--- config.mk ---
export PLATFORM = sky130hd
export DESIGN_NAME = mem_stage_lsu
export DESIGN_NICKNAME = d
export VERILOG_FILES = /design/src/rtl/rv32i_pkg.sv /design/src/rtl/lsu_align.sv /design/src/rtl/mem_stage_lsu.sv
export SDC_FILE = /design/constraint.sdc
export NUM_CORES = 1
export LEC_CHECK = 0
export BUFFER_PORTS_ARGS = -buffer_cell sky130_fd_sc_hd__buf_2
export CAP_MARGIN = 20
export CORE_ASPECT_RATIO = 1.5
export CORE_MARGIN = 3
export CORE_UTILIZATION = 30
export DETAILED_ROUTE_END_ITERATION = 10
export GPL_TIMING_DRIVEN = 0
export PLACE_DENSITY = 0.52
export SLEW_MARGIN = 20
export SYNTH_ARGS = -nofsm -noshare
export SYNTH_HDL_FRONTEND = slang
export SYNTH_HIERARCHICAL = 1
export SYNTH_SLANG_ARGS = --single-unit
--- constraint.sdc ---
create_clock -name clk -period 3.4 [get_ports clk]
set_clock_uncertainty 0.2 [all_clocks]
set_input_delay 0.68 -clock clk [delete_from_list [all_inputs] [get_ports clk]]
set_output_delay 0.68 -clock clk [all_outputs]
set_load 0.01 [all_outputs]
--- src/rtl/rv32i_pkg.sv ---
// Shared RV32I definitions for the MEM-stage load/store unit.
//   - funct3 encodings for loads and stores
//   - lsu_state_t: LSU transaction FSM states
//   - f3_legal(): whether a funct3 is a defined load/store width
package rv32i_pkg;

   localparam logic [2:0] F3_LB  = 3'd0;
   localparam logic [2:0] F3_LH  = 3'd1;
   localparam logic [2:0] F3_LW  = 3'd2;
   localparam logic [2:0] F3_LBU = 3'd4;
   localparam logic [2:0] F3_LHU = 3'd5;
   localparam logic [2:0] F3_SB  = 3'd0;
   localparam logic [2:0] F3_SH  = 3'd1;
   localparam logic [2:0] F3_SW  = 3'd2;

   typedef enum logic [1:0] {
      IDLE = 2'd0,
      BUSY = 2'd1,
      DONE = 2'd2
   } lsu_state_t;

   function automatic logic f3_legal(input logic is_load, input logic [2:0] f3);
      logic ok;
      if (is_load)
         ok = (f3 == F3_LB) || (f3 == F3_LH) || (f3 == F3_LW) ||
              (f3 == F3_LBU) || (f3 == F3_LHU);
      else
         ok = (f3 == F3_SB) || (f3 == F3_SH) || (f3 == F3_SW);
      return ok;
   endfunction

endpackage

--- src/rtl/lsu_align.sv ---
// Combinational byte-lane logic for the LSU.
// Store side (live EX/MEM values):
//   is_load, funct3, addr_lo, data2 -> be, wdata, misaligned, illegal
// Load side (registered copies of the access being completed):
//   ld_funct3, ld_addr_lo, rdata    -> ld_data (shifted and extended)
module lsu_align
   import rv32i_pkg::*;
(
   input  logic        is_load,
   input  logic [2:0]  funct3,
   input  logic [1:0]  addr_lo,
   input  logic [31:0] data2,
   output logic [3:0]  be,
   output logic [31:0] wdata,
   output logic        misaligned,
   output logic        illegal,
   input  logic [2:0]  ld_funct3,
   input  logic [1:0]  ld_addr_lo,
   input  logic [31:0] rdata,
   output logic [31:0] ld_data
);

   logic [31:0] shifted;

   // Store steering: replicate the datum across all lanes so the memory
   // only has to honour the byte enables.
   always_comb begin
      be    = 4'b1111;
      wdata = data2;
      case (funct3)
         F3_SB: begin
            be    = 4'b0001 << addr_lo;
            wdata = {4{data2[7:0]}};
         end
         F3_SH: begin
            be    = addr_lo[1] ? 4'b1100 : 4'b0011;
            wdata = {2{data2[15:0]}};
         end
         default: ;
      endcase
   end

   // funct3[1:0] encodes the width for both loads and stores.
   always_comb begin
      misaligned = 1'b0;
      case (funct3[1:0])
         2'b01:   misaligned = addr_lo[0];
         2'b10:   misaligned = (addr_lo != 2'b00);
         default: misaligned = 1'b0;
      endcase
   end

   assign illegal = !f3_legal(is_load, funct3);

   assign shifted = rdata >> {ld_addr_lo, 3'b000};

   always_comb begin
      ld_data = shifted;
      case (ld_funct3)
         F3_LB:   ld_data = {{24{shifted[7]}}, shifted[7:0]};
         F3_LH:   ld_data = {{16{shifted[15]}}, shifted[15:0]};
         F3_LBU:  ld_data = {24'b0, shifted[7:0]};
         F3_LHU:  ld_data = {16'b0, shifted[15:0]};
         default: ld_data = shifted;
      endcase
   end

endmodule

--- src/rtl/mem_stage_lsu.sv ---
// MEM-stage load/store unit for the five-stage RV32I pipeline.
// Inputs : clk, rst_n (sync, active low), MEM_memRead, MEM_memWrite,
//          MEM_aluOut (byte address), MEM_data2 (store data), MEM_instr
//          (funct3 = [14:12]), dmem_ack, dmem_rdata.
// Outputs: dmem_req/we/addr/be/wdata (registered request, held to ack),
//          mem_stall (freeze upstream), load_data/load_valid (to MEM/WB),
//          access_fault (combinational, bad access in IDLE).
// One transaction: IDLE -> BUSY (wait for ack) -> DONE -> IDLE.
module mem_stage_lsu
   import rv32i_pkg::*;
(
   input  logic        clk,
   input  logic        rst_n,
   input  logic        MEM_memRead,
   input  logic        MEM_memWrite,
   input  logic [31:0] MEM_aluOut,
   input  logic [31:0] MEM_data2,
   input  logic [31:0] MEM_instr,
   output logic        dmem_req,
   output logic        dmem_we,
   output logic [31:0] dmem_addr,
   output logic [3:0]  dmem_be,
   output logic [31:0] dmem_wdata,
   input  logic        dmem_ack,
   input  logic [31:0] dmem_rdata,
   output logic        mem_stall,
   output logic [31:0] load_data,
   output logic        load_valid,
   output logic        access_fault
);

   lsu_state_t  state, next_state;
   logic [2:0]  funct3;
   logic        present, both, bad, start;
   logic [3:0]  st_be;
   logic [31:0] st_wdata, ld_data;
   logic        misaligned, illegal;
   logic [2:0]  r_f3;
   logic [1:0]  r_lo;
   logic        unused_ok;

   assign funct3    = MEM_instr[14:12];
   assign unused_ok = ^{MEM_instr[31:15], MEM_instr[11:0]};

   assign present = MEM_memRead ^ MEM_memWrite;
   assign both    = MEM_memRead & MEM_memWrite;
   assign bad     = illegal | misaligned;
   assign start   = (state == IDLE) & present & ~bad;

   // Faults are only meaningful while the instruction is first evaluated;
   // once in BUSY/DONE the registered copies drive everything.
   assign access_fault = (state == IDLE) & ((present & bad) | both);
   assign mem_stall    = start | (state == BUSY);

   lsu_align u_align (
      .is_load    (MEM_memRead),
      .funct3     (funct3),
      .addr_lo    (MEM_aluOut[1:0]),
      .data2      (MEM_data2),
      .be         (st_be),
      .wdata      (st_wdata),
      .misaligned (misaligned),
      .illegal    (illegal),
      .ld_funct3  (r_f3),
      .ld_addr_lo (r_lo),
      .rdata      (dmem_rdata),
      .ld_data    (ld_data)
   );

   always_ff @(posedge clk) begin
      if (!rst_n) state <= IDLE;
      else        state <= next_state;
   end

   always_comb begin
      next_state = state;
      case (state)
         IDLE:    if (start) next_state = BUSY;
         BUSY:    if (dmem_ack) next_state = DONE;
         DONE:    next_state = IDLE;
         default: next_state = IDLE;
      endcase
   end

   always_ff @(posedge clk) begin
      if (!rst_n) begin
         dmem_req   <= 1'b0;
         dmem_we    <= 1'b0;
         dmem_addr  <= '0;
         dmem_be    <= '0;
         dmem_wdata <= '0;
         load_data  <= '0;
         load_valid <= 1'b0;
         r_f3       <= '0;
         r_lo       <= '0;
      end else begin
         load_valid <= 1'b0;
         case (state)
            IDLE: if (start) begin
               dmem_req   <= 1'b1;
               dmem_we    <= MEM_memWrite;
               dmem_addr  <= {MEM_aluOut[31:2], 2'b00};
               dmem_be    <= MEM_memRead ? 4'b1111 : st_be;
               dmem_wdata <= MEM_memRead ? 32'h0 : st_wdata;
               r_f3       <= funct3;
               r_lo       <= MEM_aluOut[1:0];
            end
            BUSY: if (dmem_ack) begin
               dmem_req <= 1'b0;
               if (!dmem_we) begin
                  load_data  <= ld_data;
                  load_valid <= 1'b1;
               end
            end
            default: ;
         endcase
      end
   end

endmodule
==> impl_metrics.tcl <==
set metrics [dict create \
    status "completed" \
    synth_commonest_cells "221 x nand2_1, 108 x dfxtp_1, 55 x mux2i_1, 38 x a21oi_1, 36 x clkbuf_1" \
    syn_area_per_cell_um2 8.09 \
    die_h_um 172 \
    clkTransAtPathRegs_ps 80 \
    start_util_pct 30.8 \
    clock_tree.root_cell "clkbuf_16" \
    grt.overflow.total 0 \
    synth_ff_type "dfxtp_1" \
    wirelength_um 19600 \
    fillers 1967 \
    coreArea_mm2 0.0180 \
    wl_per_cell_um 17.5 \
    hold_violations 0 \
    ys_seq_area_share_pct 39.0 \
    dieArea_mm2 0.0202 \
    p_per_area_mw_per_mm2 428 \
    total_power_mw 3.06 \
    stdcell_count 1125 \
    rows 60 \
    timing.final.crit_share_pct 95.3 \
    gp_congestion 0.933 \
    final_util_pct 39.7 \
    grt_setup_unrepaired "no" \
    slew_headroom_pct 58.0 \
    syn2layout_area_growth_pct 28.9 \
    grt_max_degree 20 \
    slew_violations 0 \
    start_kind "input pin" \
    rr_worst_depth 6 \
    crit_type "in -> out" \
    yosysMostFrequentCell "nand2_1" \
    hold_class "reg -> reg" \
    multiInputGateArea_mm2 0.00297 \
    hold_path_depth 2 \
    port_buffers 205 \
    seqCellArea_mm2 0.00216 \
    fin_nets 1039 \
    async_flop_share_pct 0 \
    via_per_inst 4.89 \
    endpoint_kind "primary output" \
    htree_levels 3 \
    synth-edff-count 0 \
    final.min_clock_period_ps 3240 \
    critical_path_arrival_ps 2360 \
    antenna_found_initial 2 \
    yosys_warnings 6 \
    synth_top_area_cell "dfxtp_1" \
    yosysTopAreaCellShare_pct 39.0 \
    io_pins 238 \
    vias 5505 \
    max_freq_ghz 0.309 \
    synthTopCellsByArea "dfxtp_1 39%, nand2_1 15%, mux2i_1 9.9%" \
    drcViolationCount 0 \
    place_inst 1108 \
    grt_pass1_vias 5478 \
    dp_hpwl_um 15400 \
    path_max_fanout 12 \
    firstDrtPassIters 5 \
    syn_area_mm2 0.00554 \
    clockBufferDepth 2 \
    tritoncts "yes" \
    grt_pass1_wl_um 29700 \
    finalSetupViolCount 0 \
    grt_use_total_pct 19.1 \
    cts-buffers-inserted 9 \
    synthCells 685 \
    die-width_um 117 \
    clk_latency_ps 350 \
    required_ps 2520 \
    p_leak_nw 3.45 \
    vdd_drop_max_v 0.000227 \
    ant_nets 0 \
    worst_pin_slew_ps 627 \
    synth.distinct_cells 40 \
    drive_above_1_share_pct 29.3 \
    drt_iter0_drc 311 \
    cts.sinks 108 \
    ys_seq_elements 108 \
    maxCapViolations 0 \
]
## layout by cell type, fill, tap and decap left out, types with 17 or more instances in the layout
cell,netlist,layout
nand2_1,221,221
buf_2,13,216
dfxtp_1,108,108
mux2i_1,55,55
a21oi_1,38,37
clkbuf_1,36,35
a21boi_1,32,32
a41o_1,29,29
nor2_1,23,22
o21ai_0,17,17
## path summary, 6_finish.rpt
check                                    from             to  slack (ps)
worst min-delay path            load_data[21]  load_data[21]         250
worst max register to register       state[1]  dmem_addr[28]        1360
worst max-delay path            MEM_instr[12]      mem_stall         160
worst min register to register  load_data[21]  load_data[21]         250
## report_power, final
part / total, mW / switching (mW) / internal (mW)
clock network: 1.03 / 0.525 / 0.509
registers: 1.36 / 0.0329 / 1.33
logic: 0.666 / 0.396 / 0.269
total: 3.06 / 0.954 / 2.10
## what timing repair did
action                     4_1_cts  5_1_grt
cloned                           0        0
hold buffers                     0        0
pin swaps                        1        0
buffers inserted                 1        0
setup endpoints to repair        1        1
resized for setup                6        1
## metal layers
| metal | global-route usage (%) | wire length (um) | vias up | part of all wire [%] |
|---|---|---|---|---|
| met5 | 0 | 9 | - | 0.046 |
| met4 | 8.18 | 719 | 2 | 3.7 |
| met3 | 4.20 | 1150 | 37 | 5.8 |
| met2 | 34.7 | 10200 | 194 | 52 |
| met1 | 21.1 | 7600 | 2496 | 39 |
| li1 | - | - | 2776 | - |
## sequential cells by signal, indices dropped and copies added (netlist names)
| signal | cells |
|---|---|
| dmem_addr | 30 |
| load_valid | 1 |
| dmem_wdata | 32 |
| load_data | 32 |
| dmem_be | 4 |
| dmem_req | 1 |
| dmem_we | 1 |
| r_f3 | 3 |
| state | 2 |
| r_lo | 2 |
## worst max-delay path, stage by stage
cell,delay (ps)
buf_2,110
inv_1,60
ha_1,200
clkbuf_4,190
nor2_1,170
a21oi_1,70
a21oi_2,170
nor2_2,70
and2_1,130
buf_4,190
nand2b_1,160
buf_2,150
## metrics by stage
| stage | setup TNS, ps | hold slack (ps) | worst slack, ps | area (um^2) |
|---|---|---|---|---|
| floorplan | 0 | 231 | 279 | 5550 |
| global placement | -420 | 237 | -420 | 6840 |
| detailed placement | -437 | 238 | -437 | 6840 |
| CTS | 0 | 254 | 160 | 7140 |
| global route | 0 | 274 | 1.07 | 7150 |
| finish | 0 | 249 | 160 | 7150 |
## final cells by class
type                            count  area share, %
Antenna cell                        1         0.0350
Tap cell                          217           3.80
Clock buffer                        9           3.15
Clock inverter                      7          0.788
Multi-Input combinational cell    500           41.6
Sequential cell                   108           30.3
Inverter                            7          0.368
Buffer                             70           5.55
Timing Repair Buffer              206           14.5
## logic make-up (layout without fill, tap and decap cells)
kind of cell | after synthesis | in the layout | synth area share (%)
simple gates | 273 | 273 | 20.3
fa+ha+maj | 4 | 4 | 0.903
compound gates | 165 | 165 | 21.7
other cells | 1 | 3 | 0.0677
flops | 108 | 108 | 39.0
buf+inv | 78 | 299 | 7.61
mux | 56 | 56 | 10.3
Power figures use the tool's default switching activity.
